===== src/rtl/mips_mem_pkg.sv =====
`default_nettype none
// ============================================================================
// Package : mips_mem_pkg
// Opcodes, FSM states and decode helpers for the MEM-stage access unit.
// Rev     : 1.0
// ============================================================================
package mips_mem_pkg;

    localparam logic [5:0] OP_LB  = 6'h20;
    localparam logic [5:0] OP_LH  = 6'h21;
    localparam logic [5:0] OP_LWL = 6'h22;
    localparam logic [5:0] OP_LW  = 6'h23;
    localparam logic [5:0] OP_LBU = 6'h24;
    localparam logic [5:0] OP_LHU = 6'h25;
    localparam logic [5:0] OP_LWR = 6'h26;
    localparam logic [5:0] OP_SB  = 6'h28;
    localparam logic [5:0] OP_SH  = 6'h29;
    localparam logic [5:0] OP_SW  = 6'h2b;

    typedef enum logic [1:0] {
        ST_IDLE  = 2'd0,
        ST_READ  = 2'd1,
        ST_WRITE = 2'd2,
        ST_DONE  = 2'd3
    } state_t;

    function automatic logic is_load(input logic [5:0] op);
        return (op == OP_LB) || (op == OP_LH) || (op == OP_LWL) || (op == OP_LW) ||
               (op == OP_LBU) || (op == OP_LHU) || (op == OP_LWR);
    endfunction

    // Sub-word stores need the old word first.
    function automatic logic is_rmw_store(input logic [5:0] op);
        return (op == OP_SB) || (op == OP_SH);
    endfunction

    function automatic logic is_misaligned(input logic [5:0] op, input logic [1:0] k);
        return (((op == OP_LW) || (op == OP_SW)) && (k != 2'b00)) ||
               (((op == OP_LH) || (op == OP_LHU) || (op == OP_SH)) && k[0]);
    endfunction

endpackage
`default_nettype wire


===== src/rtl/load_align.sv =====
`default_nettype none
// ============================================================================
// Module : load_align
// Big-endian load extract/merge and sub-word store merge of one bus word.
// Rev    : 1.0
// ============================================================================
module load_align
    import mips_mem_pkg::*;
(
    input  logic [31:0] word,
    input  logic [31:0] rt_data,
    input  logic [5:0]  opcode,
    input  logic [1:0]  k,
    output logic [31:0] load_data,
    output logic [31:0] store_data
);

    localparam logic [31:0] ONES = 32'hFFFF_FFFF;

    logic [4:0]  lshift;
    logic [4:0]  rshift;
    logic [7:0]  byte_sel;
    logic [15:0] half_sel;

    // Byte k sits at bit 8*(3-k) because offset 0 is the most significant byte.
    assign lshift   = {k, 3'b000};
    assign rshift   = 5'd24 - lshift;
    assign byte_sel = word[rshift +: 8];
    assign half_sel = k[1] ? word[15:0] : word[31:16];

    always_comb begin
        load_data = word;
        case (opcode)
            OP_LB:   load_data = {{24{byte_sel[7]}}, byte_sel};
            OP_LBU:  load_data = {24'h0, byte_sel};
            OP_LH:   load_data = {{16{half_sel[15]}}, half_sel};
            OP_LHU:  load_data = {16'h0, half_sel};
            OP_LWL:  load_data = (word << lshift) | (rt_data & ~(ONES << lshift));
            OP_LWR:  load_data = (word >> rshift) | (rt_data & ~(ONES >> rshift));
            default: load_data = word;
        endcase
    end

    always_comb begin
        store_data = rt_data;
        case (opcode)
            OP_SB: begin
                store_data = word;
                store_data[rshift +: 8] = rt_data[7:0];
            end
            OP_SH: begin
                store_data = word;
                if (k[1]) begin
                    store_data[15:0] = rt_data[15:0];
                end else begin
                    store_data[31:16] = rt_data[15:0];
                end
            end
            default: store_data = rt_data;
        endcase
    end

endmodule
`default_nettype wire


===== src/rtl/mem_access_unit.sv =====
`default_nettype none
// ============================================================================
// Module : mem_access_unit
// MEM-stage load/store engine on a word-wide waitrequest bus (RMW for SB/SH).
// Rev    : 1.0
// ============================================================================
module mem_access_unit
    import mips_mem_pkg::*;
#(
    parameter int ADDR_W = 32
) (
    input  logic              clk,
    input  logic              reset_n,
    input  logic              start,
    input  logic [5:0]        opcode,
    input  logic [ADDR_W-1:0] addr,
    input  logic [31:0]       rt_data,
    output logic              busy,
    output logic              done,
    output logic [31:0]       load_data,
    output logic              addr_error,
    output logic [ADDR_W-1:0] mem_address,
    output logic              mem_read,
    output logic              mem_write,
    output logic [31:0]       mem_writedata,
    input  logic [31:0]       mem_readdata,
    input  logic              mem_waitrequest
);

    state_t             state;
    state_t             state_next;
    logic [5:0]         op_q;
    logic [ADDR_W-1:0]  addr_q;
    logic [31:0]        rt_q;
    logic               err_q;
    logic [31:0]        load_q;
    logic [31:0]        wdata_q;
    logic [31:0]        align_load;
    logic [31:0]        align_store;

    load_align u_load_align (
        .word       (mem_readdata),
        .rt_data    (rt_q),
        .opcode     (op_q),
        .k          (addr_q[1:0]),
        .load_data  (align_load),
        .store_data (align_store)
    );

    always_ff @(posedge clk or negedge reset_n) begin
        if (!reset_n) begin
            state <= ST_IDLE;
        end else begin
            state <= state_next;
        end
    end

    always_comb begin
        state_next = state;
        busy       = 1'b1;
        done       = 1'b0;
        addr_error = 1'b0;
        mem_read   = 1'b0;
        mem_write  = 1'b0;
        case (state)
            ST_IDLE: begin
                busy = 1'b0;
                if (start) begin
                    if (is_misaligned(opcode, addr[1:0])) begin
                        state_next = ST_DONE;
                    end else if (is_load(opcode) || is_rmw_store(opcode)) begin
                        state_next = ST_READ;
                    end else if (opcode == OP_SW) begin
                        state_next = ST_WRITE;
                    end else begin
                        state_next = ST_DONE;
                    end
                end
            end
            ST_READ: begin
                mem_read = 1'b1;
                if (!mem_waitrequest) begin
                    state_next = is_rmw_store(op_q) ? ST_WRITE : ST_DONE;
                end
            end
            ST_WRITE: begin
                mem_write = 1'b1;
                if (!mem_waitrequest) begin
                    state_next = ST_DONE;
                end
            end
            ST_DONE: begin
                done       = 1'b1;
                addr_error = err_q;
                state_next = ST_IDLE;
            end
            default: state_next = ST_IDLE;
        endcase
    end

    // Request fields are captured once so the pipeline may move on behind us.
    always_ff @(posedge clk or negedge reset_n) begin
        if (!reset_n) begin
            op_q    <= 6'h00;
            addr_q  <= '0;
            rt_q    <= 32'h0;
            err_q   <= 1'b0;
            load_q  <= 32'h0;
            wdata_q <= 32'h0;
        end else begin
            if ((state == ST_IDLE) && start) begin
                op_q   <= opcode;
                addr_q <= addr;
                rt_q   <= rt_data;
                err_q  <= is_misaligned(opcode, addr[1:0]);
                if (opcode == OP_SW) begin
                    wdata_q <= rt_data;
                end
            end
            if ((state == ST_READ) && !mem_waitrequest) begin
                if (is_rmw_store(op_q)) begin
                    wdata_q <= align_store;
                end else begin
                    load_q <= align_load;
                end
            end
        end
    end

    assign load_data     = load_q;
    assign mem_writedata = wdata_q;
    assign mem_address   = {addr_q[ADDR_W-1:2], 2'b00};

endmodule
`default_nettype wire

===== config.mk =====
export PLATFORM = sky130hd
export DESIGN_NAME = mem_access_unit
export DESIGN_NICKNAME = d
export VERILOG_FILES = /design/src/rtl/mips_mem_pkg.sv /design/src/rtl/load_align.sv /design/src/rtl/mem_access_unit.sv
export SDC_FILE = /design/constraint.sdc
export NUM_CORES = 1
export LEC_CHECK = 0
export BUFFER_PORTS_ARGS = -buffer_cell sky130_fd_sc_hd__clkbuf_2
export CORE_UTILIZATION = 35
export DETAILED_ROUTE_END_ITERATION = 6
export HOLD_SLACK_MARGIN = 0.12
export SLEW_MARGIN = 20
export SYNTH_ARGS = -nofsm -noshare
export SYNTH_HDL_FRONTEND = slang
export SYNTH_HIERARCHICAL = 1
export SYNTH_SLANG_ARGS = --single-unit

===== constraint.sdc =====
create_clock -name clk -period 3.6 [get_ports clk]
set_input_delay 0.36 -clock clk [delete_from_list [all_inputs] [get_ports clk]]
set_output_delay 0.36 -clock clk [all_outputs]
set_load 0.01 [all_outputs]

==> results.toml, run 1 <==
[clock_tree]
cts_tree = "built"
clock_sinks = 137
ctsResizeCount = 0
cts.htree.levels = 4
numCtsBuffers = 17
maximum_count_of_clock_buffers_along_a_single_path = 2
clock-root-buffer = "sky130_fd_sc_hd__clkbuf_16"
clock_slew_at_the_register_clock_pins_of_the_worst_setup_and_hold_paths_ns = 0.07
insertion_delay_ns = 0.44

[run]
max_cap_violations = 0

[logic_synthesis]
xor_xnor_share_of_the_synthesized_area_pct = 0
synth_compound_gate_area_share_pct = 20.2
post_synth_and_or_nand_nor_area_fraction_pct = 11.5
post-synth-top-count-cell = "sky130_fd_sc_hd__dfrtp_1"
yosys-top-cells-count = "sky130_fd_sc_hd__dfrtp_1, sky130_fd_sc_hd__mux2_2, sky130_fd_sc_hd__nand2_1"
synth.mux.area_fraction_pct = 21.9
synthTopCellsByArea = "sky130_fd_sc_hd__dfrtp_1, sky130_fd_sc_hd__mux2_2, sky130_fd_sc_hd__mux2i_1"
synth-main-ff-cell = "sky130_fd_sc_hd__dfrtp_1"
synthAdderAreaFrac_pct = 1.51
synth_async_sr_flop_share_pct = 100
synth_top_cell_by_area = "sky130_fd_sc_hd__dfrtp_1"
synth_enable_flop_cells = 0
warning_count_from_the_yosys_run = 6
synthesis.area_per_instance_um2 = 10.0
ys_seq_area_share_pct = 37.6
synth_top_family_by_area = "multiplexers"
synth_seq_cells = 137
syn-cell-area_mm2 = 0.00911
synth.top_cell.area_share_pct = 37.6
synthCells = 911
yosysUniqueCellTypes = 66

[floorplan]
starting_density_of_the_core_pct = 36.0
row_count = 58
die_y_um = 163
die-width_um = 163
core-area_mm2 = 0.0253
ioPinCount = 207
dieArea_mm2 = 0.0267

[setup_path]
timing.reg2reg.setup_slack_ns = 0.87
worst_setup_path_startpoint = "addr_q[1]"
r2r.worst_path.cells = 5
crit_start_category = "flop"
worst-endpoint-arrival_ns = 3.05
worstReg2RegStart = "addr_q[1]"
worst-path-max-fanout = 19
ff_to_ff_end = "load_data[19]"
critPathCapture = "load_data[19]"
critPathCaptureType = "flop"
setup.worst_path.class = "flop to flop"
cp.required_ns = 3.91

[sta]
timing.fmax_mhz = 366
final-setup-viol-count = 0
final.period_utilization_pct = 75.9
hold_violations = 0
rsz0062_at_grt = "false"
setup_tns_ns = 0
worstMarginPinSlew_ns = 0.960
fin_ws_ns = 0.869
fin_worst_skew_ns = 0.0124
min_period_ns = 2.73
drv_slew = 0
timing.max_slew.rel_slack_pct = 35.5

[route]
via_count = 7989
route.detailed.vias_per_inst = 5.75
detail_route.first_pass.iterations = 7
dr.first_iter.drc_count = 740
drt_wl_total_um = 30700
drt.antenna.violating_nets = 0
drt_drc_violations_left = 0
routed_wire_length_per_instance_um = 22.1

[finish]
area_growth_pct = 17.6
seq_area_mm2 = 0.00343
final_layout_size_suffix_gt1_share_pct = 36.4
fillers = 2517
num-nets-final = 1164
multi_input_comb_area_mm2 = 0.00503
n_antenna_cell = 0

[grt]
largest_net_degree_at_the_start_of_global_routing = 65
grt_first_pass_wirelength_um = 46300
overall_overflow_remaining_after_global_route = 0
grt_usage_pct = 23.3
first_global_vias = 7564
number_of_antenna_violations_at_the_first_check_in_global_routing = 0

[hold_path]
hold_crit_path_type = "input pin to flop"

[pwr]
power_per_cell_area_mw_per_mm2 = 926
power.ir.vdd_worst_uv = 365
p_leak_nw = 4.75

[placement]
dpl.hpwl_um = 22600
number_of_i_o_port_buffers = 204
dp_slack_ns = 0.919
final_estimated_routing_congestion_in_global_placement = 0.962

[outcome]
result_of_the_run = "complete, no violations"
power breakdown:
part | internal, W | leakage (nW) | switching (W)
registers | 0.00232 | 1.68 | 0.000838
logic | 0.00216 | 2.78 | 0.00270
clock network | 0.00112 | 0.299 | 0.000790
placed cells by master (no fill, tap or decap), types with 5 or more instances in the layout:
master                      synthesis  final
sky130_fd_sc_hd__o21ai_2           10     10
sky130_fd_sc_hd__a32o_1             5      5
sky130_fd_sc_hd__a221oi_1          32     32
sky130_fd_sc_hd__o21ai_0           25     25
sky130_fd_sc_hd__mux2_2           108    108
sky130_fd_sc_hd__a21oi_1           26     26
sky130_fd_sc_hd__buf_4             35     16
sky130_fd_sc_hd__inv_1              9      9
sky130_fd_sc_hd__inv_6              0      5
sky130_fd_sc_hd__a22o_1            21     21
sky130_fd_sc_hd__a211oi_1          17     17
sky130_fd_sc_hd__and2_1             5      5
sky130_fd_sc_hd__a32oi_1           12     12
sky130_fd_sc_hd__nand2_1           83     82
sky130_fd_sc_hd__nor2_1            60     60
sky130_fd_sc_hd__o2bb2ai_1          9      9
sky130_fd_sc_hd__o22a_1             5      5
sky130_fd_sc_hd__o21ai_1           22     22
sky130_fd_sc_hd__dfrtp_1          137    136
sky130_fd_sc_hd__a21o_1            18     18
sky130_fd_sc_hd__nor2b_1           26     26
sky130_fd_sc_hd__ha_1              11     11
sky130_fd_sc_hd__mux2i_1           73     73
sky130_fd_sc_hd__o211ai_1          16     16
sky130_fd_sc_hd__clkbuf_16          0     17
sky130_fd_sc_hd__a31oi_1           19     19
sky130_fd_sc_hd__clkbuf_2           3    203
sky130_fd_sc_hd__nand2b_1          11     11
final cells by class:
cell class              instances  share of cell area (%)
multi-input cells             659                    46.9
flip-flops and latches        137                    32.0
inverters                      10                   0.350
well taps                     330                    3.85
clock inverters                15                    1.88
clock buffers                  17                    3.97
repair buffers                222                    11.0
worst max-delay path, cell delays in order (launching register included):
cell and delay (ns):
sky130_fd_sc_hd__dfrtp_2 0.62, sky130_fd_sc_hd__mux4_2 0.63, sky130_fd_sc_hd__a221oi_4 0.43, sky130_fd_sc_hd__and2_1 0.49
sky130_fd_sc_hd__a31oi_1 0.14, sky130_fd_sc_hd__mux2_1 0.30
routing by layer:
layer  wire length (µm)  GRT usage [%]  vias up  part of all wire, %
met5                  0              0        -                    0
met3               2710           6.22       47                  8.8
met1              13700           32.8     3937                   44
met4                733           7.14        0                  2.4
met2              13600           34.7      394                   44
li1                   -              -     3611                    -
worst min path at each step:
stage | depth (start not counted) | from | slack (ns) | to
after floorplan | 0 | reset_n | 0.06 | addr_q[0]
after global placement | 1 | reset_n | 0.40 | load_data[24]
after detailed placement | 1 | reset_n | 0.41 | load_data[24]
after CTS | 2 | addr[16] | 0.14 | addr_q[16]
after global routing | 2 | addr[16] | 0.14 | addr_q[16]
final | 2 | addr[9] | 0.15 | addr_q[9]
kinds of logic (layout without fill, tap and decap cells):
group | Yosys count | in the layout
AO/OA/AOI/OAI | 251 | 251
adder cells (fa/ha/maj) | 11 | 11
buffers and inverters | 116 | 264
flip-flops | 137 | 137
multiplexers | 184 | 184
other | 1 | 2
AND/OR/NAND/NOR | 211 | 211
flip-flops by register name, indices dropped and copies added, names as in the netlist:
signal,cells
addr_q,32
err_q,1
load_data,32
mem_writedata,32
op_q,6
rt_q,32
state,2
timing repair:
action / 4_1_cts / 5_1_grt
buffers inserted: 0 / 0
hold endpoints to repair: 59 / 0
hold buffers: 1 / 0
per-stage QoR:
step	power [W]	cells	cell area, µm²	util (%)	hold WS [ns]
2_1_floorplan	0.00647	912	9110	-	0.0644
3_3_place_gp	0.00788	1357	10100	39.8	0.401
3_5_place_dp	0.00795	1357	10100	39.8	0.407
4_1_cts	0.00989	1390	10700	42.3	0.137
5_1_grt	0.0105	1390	10700	42.3	0.135
6_report	0.00992	1390	10700	42.3	0.147
(Power assumes the default switching activity.)
==> run 2: changes to the inputs <==
--- a/config.mk
+++ b/config.mk
@@ -5,6 +5,7 @@
 export SDC_FILE = /design/constraint.sdc
 export NUM_CORES = 1
 export LEC_CHECK = 0
+export ABC_AREA = 1
 export BUFFER_PORTS_ARGS = -buffer_cell sky130_fd_sc_hd__clkbuf_2
 export CORE_UTILIZATION = 35
 export DETAILED_ROUTE_END_ITERATION = 6
==> constraint.sdc (replaced) <==
create_clock -name clk -period 2.3 [get_ports clk]
set_input_delay 0.23 -clock clk [delete_from_list [all_inputs] [get_ports clk]]
set_output_delay 0.23 -clock clk [all_outputs]
set_load 0.01 [all_outputs]
==> run 2 against run 1 <==
Sequential share of layout area is 4.7 points lower. Via count is 40% higher. Highest routed layer unchanged. Final cell count is 62% higher. Register-to-register slack worse by 0.79 ns.
==> results.toml, run 2 <==
[floorplan]
starting_density_of_the_core_pct = 36.0
die-width_um = 172
die_y_um = 172
dieArea_mm2 = 0.0295
row_count = 61
core-area_mm2 = 0.0280
ioPinCount = 207

[pwr]
power.ir.vdd_worst_uv = 615
power_per_cell_area_mw_per_mm2 = 1210
p_leak_nw = 7.08

[clock_tree]
insertion_delay_ns = 0.43
cts.htree.levels = 4
clock-root-buffer = "sky130_fd_sc_hd__clkbuf_16"
clock_sinks = 137
numCtsBuffers = 17
clock_slew_at_the_register_clock_pins_of_the_worst_setup_and_hold_paths_ns = 0.07
cts_tree = "built"
maximum_count_of_clock_buffers_along_a_single_path = 2
postCtsSetupBuffers = 0

[route]
dr_wl_met2_um = 15600
detail_route.first_pass.iterations = 6
drt.antenna.violating_nets = 0
route.detailed.vias_per_inst = 4.96
routed_wire_length_per_instance_um = 16.7
via_count = 11200
top_signal_layer_used = "met4"
drt_drc_violations_left = 0
wl_met1_um = 18200
drt_wl_total_um = 37600
met3WireLength_um = 3090
dr.first_iter.drc_count = 998

[finish]
n_antenna_cell = 0
layout_common_cells = "sky130_fd_sc_hd__nand2_1, sky130_fd_sc_hd__nand3_1, sky130_fd_sc_hd__clkbuf_2, sky130_fd_sc_hd__inv_1, sky130_fd_sc_hd__dfrtp_1"
mostFrequentLayoutCell = "sky130_fd_sc_hd__nand2_1"
final_layout_size_suffix_gt1_share_pct = 16.0
num-nets-final = 1983
area_growth_pct = 24.7

[setup_path]
cp.required_ns = 2.66
worst-path-max-fanout = 117
critPathCaptureType = "flop"
crit_start_category = "flop"
worst-endpoint-arrival_ns = 2.58
setup.worst_path.class = "flop to flop"

[sta]
timing.max_slew.rel_slack_pct = 48.1
hold_violations = 0
worstMarginPinSlew_ns = 0.776
fin_ws_ns = 0.0787
final-setup-viol-count = 0
min_period_ns = 2.22
fin_worst_skew_ns = 0.0149
setup_tns_ns = 0
final.period_utilization_pct = 96.6
timing.fmax_mhz = 450
rsz0062_at_grt = "false"
drv_slew = 0

[logic_synthesis]
yosys-top-cells-count = "sky130_fd_sc_hd__nand2_1, sky130_fd_sc_hd__nand3_1, sky130_fd_sc_hd__inv_1"
synth.top_cell.area_share_pct = 34.0
post-synth-top-count-cell = "sky130_fd_sc_hd__nand2_1"
synth_async_sr_flop_share_pct = 100
syn-cell-area_mm2 = 0.0101
synth_seq_cells = 137
ys_seq_area_share_pct = 34.0
synthTopCellsByArea = "sky130_fd_sc_hd__dfrtp_1, sky130_fd_sc_hd__nand2_1, sky130_fd_sc_hd__nand3_1"
warning_count_from_the_yosys_run = 6
synthesis.area_per_instance_um2 = 6.08
synth_enable_flop_cells = 0
synth_top_cell_by_area = "sky130_fd_sc_hd__dfrtp_1"
yosysUniqueCellTypes = 28
synth-main-ff-cell = "sky130_fd_sc_hd__dfrtp_1"
synthCells = 1657

[grt]
overall_overflow_remaining_after_global_route = 0
first_global_vias = 10200
grt_usage_pct = 26.0
largest_net_degree_at_the_start_of_global_routing = 118
number_of_antenna_violations_at_the_first_check_in_global_routing = 1
grt_first_pass_wirelength_um = 58600

[placement]
final_estimated_routing_congestion_in_global_placement = 0.947
dpl.hpwl_um = 26800
number_of_i_o_port_buffers = 204
dp_slack_ns = 0.215

[hold_path]
hold_crit_path_type = "input pin to flop"

[outcome]
result_of_the_run = "complete, no violations"

[run]
max_cap_violations = 0
[run 2: cell types whose count changed in the layout (fill, tap and decap cells not counted), moves of 26 or more]
| cell | previous run | this run |
|---|---|---|
| sky130_fd_sc_hd__mux2_2 | 108 | 0 |
| sky130_fd_sc_hd__mux2i_1 | 73 | 0 |
| sky130_fd_sc_hd__a221oi_1 | 32 | 0 |
| sky130_fd_sc_hd__inv_1 | 9 | 171 |
| sky130_fd_sc_hd__nand3_1 | 4 | 207 |
| sky130_fd_sc_hd__nor2b_1 | 26 | 0 |
| sky130_fd_sc_hd__o21ai_0 | 25 | 109 |
| sky130_fd_sc_hd__nor2_1 | 60 | 97 |
| sky130_fd_sc_hd__nand2_1 | 82 | 736 |
| sky130_fd_sc_hd__dlygate4sd3_1 | 1 | 71 |
[run 2: logic make-up after synthesis]
family | Yosys count | synth area share, %
flops | 137 | 34.0
buf+inv | 293 | 13.4
fa+ha+maj | 11 | 1.37
other cells | 1 | 0.0372
compound gates | 142 | 7.54
simple gates | 1073 | 43.6
[run 2: critical path: stages, from the launching register on]
cell	delay (ns)
sky130_fd_sc_hd__dfrtp_2	0.42
sky130_fd_sc_hd__buf_12	0.24
sky130_fd_sc_hd__ha_1	0.25
sky130_fd_sc_hd__inv_1	0.06
sky130_fd_sc_hd__buf_4	0.18
sky130_fd_sc_hd__nand3_1	0.12
sky130_fd_sc_hd__o21ai_0	0.38
sky130_fd_sc_hd__nand3_1	0.13
sky130_fd_sc_hd__nand3_1	0.12
sky130_fd_sc_hd__nand2_1	0.09
sky130_fd_sc_hd__nand2_1	0.11
[run 2: path summary, 6_finish.rpt]
path,to,from,slack (ns),cells past startpoint
max in group asynchronous,rt_q[21],reset_n,1.33,3
setup reg to reg,mem_writedata[12],addr_q[1],0.08,10
hold / removal,load_data[13],mem_readdata[13],0.18,5
min in group asynchronous,addr_q[27],reset_n,0.30,2
hold reg to reg,load_data[23],load_data[23],0.47,2
setup / recovery,mem_writedata[12],addr_q[1],0.08,10
[run 2: repair_timing]
| item | 4_1_cts | 5_1_grt |
|---|---|---|
| hold buffers | 71 | 0 |
| endpoints found under the hold margin | 126 | 0 |
| gates resized for setup | 0 | 0 |
[run 2: cell type report]
| class | instances | area (µm²) |
|---|---|---|
| Clock buffer | 17 | 425 |
| Clock inverter | 15 | 203 |
| Fill cell | 3070 | 15400 |
| Inverter | 175 | 657 |
| Multi-Input combinational cell | 1228 | 5310 |
| Sequential cell | 137 | 3430 |
| Tap cell | 378 | 473 |
| Timing Repair Buffer | 307 | 2070 |
[run 2: metal layers]
layer  track usage, %  up-vias
met5                0        -
met4             7.22        0
met3             5.34       44
met2             37.2      495
met1             38.7     5137
li1                 -     5529
[run 2: power by group]
part	leakage, nW	total [W]	switching, W	internal, W
registers	1.63	0.00449	0.00104	0.00345
logic	5.14	0.00768	0.00502	0.00267
clock network	0.306	0.00298	0.00131	0.00167
total	7.08	0.0152	0.00737	0.00779
[run 2: through the flow]
stage          power (W)  hold WS [ns]  util, %  instances  area (µm²)
2_1_floorplan    0.00954       -0.0656        -       1658       10100
3_3_place_gp      0.0119         0.219     40.0       2154       11200
3_5_place_dp      0.0120         0.220     40.0       2154       11200
4_1_cts           0.0151         0.172     44.8       2257       12600
5_1_grt           0.0164         0.207     44.9       2257       12600
6_report          0.0152         0.181     44.9       2257       12600
==> run 3: changes to the inputs <==
==> constraint.sdc (replaced) <==
create_clock -name clk -period 2.9 [get_ports clk]
set_input_delay 0.29 -clock clk [delete_from_list [all_inputs] [get_ports clk]]
set_output_delay 0.29 -clock clk [all_outputs]
set_load 0.01 [all_outputs]
==> run 3 against run 2 <==
Setup slack improved by 0.49 ns. Largest cell class unchanged. Wire length barely moved. Largest power group unchanged. Clock power down 17%. Total power fell by 21%. Final area fell by 2.3%.
==> results.toml, run 3 (synthesis gave the netlist of run 2 again) <==
[finish]
mostFrequentLayoutCell = "sky130_fd_sc_hd__nand2_1"
fillers = 2997
layout_common_cells = "sky130_fd_sc_hd__nand2_1, sky130_fd_sc_hd__nand3_1, sky130_fd_sc_hd__clkbuf_2, sky130_fd_sc_hd__inv_1, sky130_fd_sc_hd__dfrtp_1"
n_antenna_cell = 0
finish.instance_area_mm2 = 0.0123
area_growth_pct = 21.9
final_layout_size_suffix_gt1_share_pct = 15.7
num-nets-final = 1957
final_instance_count_without_filler_cells = 2231

[sta]
final-setup-viol-count = 0
min_period_ns = 2.33
hold_violations = 0
worstMarginPinSlew_ns = 0.990
fin_worst_skew_ns = 0.0191
final.period_utilization_pct = 80.3
timing.max_slew.rel_slack_pct = 34.0
setup_tns_ns = 0
hold_slack_ns = 0.131
timing.fmax_mhz = 430
drv_slew = 0
rsz0062_at_grt = "false"

[setup_path]
ff_to_ff_end = "load_data[31]"
critical-path-slowest-cell = "sky130_fd_sc_hd__dfrtp_2"
worst-path-max-fanout = 57
worst-endpoint-arrival_ns = 2.65
cpPeakStageDelay_ns = 0.52
setup.worst_path.class = "flop to flop"
path_cells = "buf_4, nand3_1, nand3_2, nand2_2, inv_1, nand3_1, nand3_1, nand2_1"
cp.required_ns = 3.22
r2r.worst_path.cells = 8
worstReg2RegStart = "addr_q[1]"
timing.reg2reg.setup_slack_ns = 0.57
crit_start_category = "flop"
critical_path.most_common_cell = "sky130_fd_sc_hd__nand3_1"
critPathCaptureType = "flop"

[route]
route.detailed.vias_per_inst = 4.98
drt.antenna.violating_nets = 0
detail_route.first_pass.iterations = 6
routed_wire_length_per_instance_um = 16.9
drt_wl_total_um = 37600
drt_drc_violations_left = 0
via_count = 11100
dr.first_iter.drc_count = 1053

[placement]
number_of_i_o_port_buffers = 204
postPlaceCellArea_mm2 = 0.0111
placedCellCount = 2144
dpl.hpwl_um = 27000
final_estimated_routing_congestion_in_global_placement = 0.929

[grt]
number_of_antenna_violations_at_the_first_check_in_global_routing = 0
use_met2_pct = 36.5
first_global_vias = 9932
gr-usage-met1_pct = 38.7
grt_usage_pct = 25.8
grt_use_met3_pct = 4.81
busiest_grt_layer = "met1"
overall_overflow_remaining_after_global_route = 0
largest_net_degree_at_the_start_of_global_routing = 104
grt_first_pass_wirelength_um = 57600

[clock_tree]
ctsResizeCount = 0
cts_tree = "built"
maximum_count_of_clock_buffers_along_a_single_path = 2
clock-root-buffer = "sky130_fd_sc_hd__clkbuf_16"
clock_sinks = 137
clock_slew_at_the_register_clock_pins_of_the_worst_setup_and_hold_paths_ns = 0.07
numCtsBuffers = 17
insertion_delay_ns = 0.44
cts.htree.levels = 4

[floorplan]
starting_density_of_the_core_pct = 36.0
die_y_um = 172
dieArea_mm2 = 0.0295
die-width_um = 172
core-area_mm2 = 0.0280
row_count = 61
ioPinCount = 207

[pwr]
power.ir.vdd_worst_uv = 415
p_leak_nw = 6.95
power_per_cell_area_mw_per_mm2 = 980
total_power_w = 0.0120

[run]
max_cap_violations = 0

[hold_path]
hold-path-endpoint = "rt_q[13]"
hold_depth = 3
worstHoldStart = "rt_data[13]"
hold_crit_path_type = "input pin to flop"

[outcome]
result_of_the_run = "complete, no violations"
==> run 3: layout make-up <==
class / count / area (µm²) / share of cell area [%]
flip-flops and latches: 137 / 3430 / 27.9
well taps: 378 / 473 / 3.85
multi-input cells: 1228 / 5310 / 43.2
inverters: 175 / 657 / 5.35
clock inverters: 15 / 218 / 1.77
repair buffers: 281 / 1770 / 14.4
clock buffers: 17 / 425 / 3.46
==> run 3: repair_timing <==
item	4_1_cts	5_1_grt
buffers inserted	0	0
hold buffers	55	0
hold endpoints to repair	106	0
==> run 3: worst max-delay path, delay by kind of cell (launching register included) <==
kind	cells	cell delay, ns
and+or+nand+nor	6	0.96
DFF	1	0.52
buffers and inverters	2	0.72
==> run 3: report_power, final <==
group          internal, W  leakage, nW  switching (W)
clock              0.00141        0.317        0.00106
combinational      0.00203         5.00        0.00395
sequential         0.00274         1.63       0.000840
==> run 3: routing by layer <==
layer,up-vias,wire [µm],share of wire (%)
li1,5475,-,-
met2,505,15500,41
met4,0,903,2.4
met1,5091,17900,48
met3,44,3280,8.7
met5,-,0,0
==> run 3: worst max path at each step <==
stage	startpoint	end	slack, ns	cells after the start
after detailed placement	addr_q[1]	load_data[24]	0.63	8
after global placement	addr_q[1]	load_data[31]	0.62	8
after CTS	addr_q[1]	load_data[27]	0.62	8
after floorplan	addr_q[1]	mem_writedata[27]	0.66	12
after global routing	addr_q[1]	load_data[31]	0.41	8
final	addr_q[1]	load_data[31]	0.57	8
==> run 3: metrics by stage <==
step / worst slack (ns) / utilization (%)
2_1_floorplan: 0.663 / -
3_3_place_gp: 0.618 / 39.6
3_5_place_dp: 0.633 / 39.6
4_1_cts: 0.617 / 43.8
5_1_grt: 0.405 / 43.8
6_report: 0.572 / 43.8
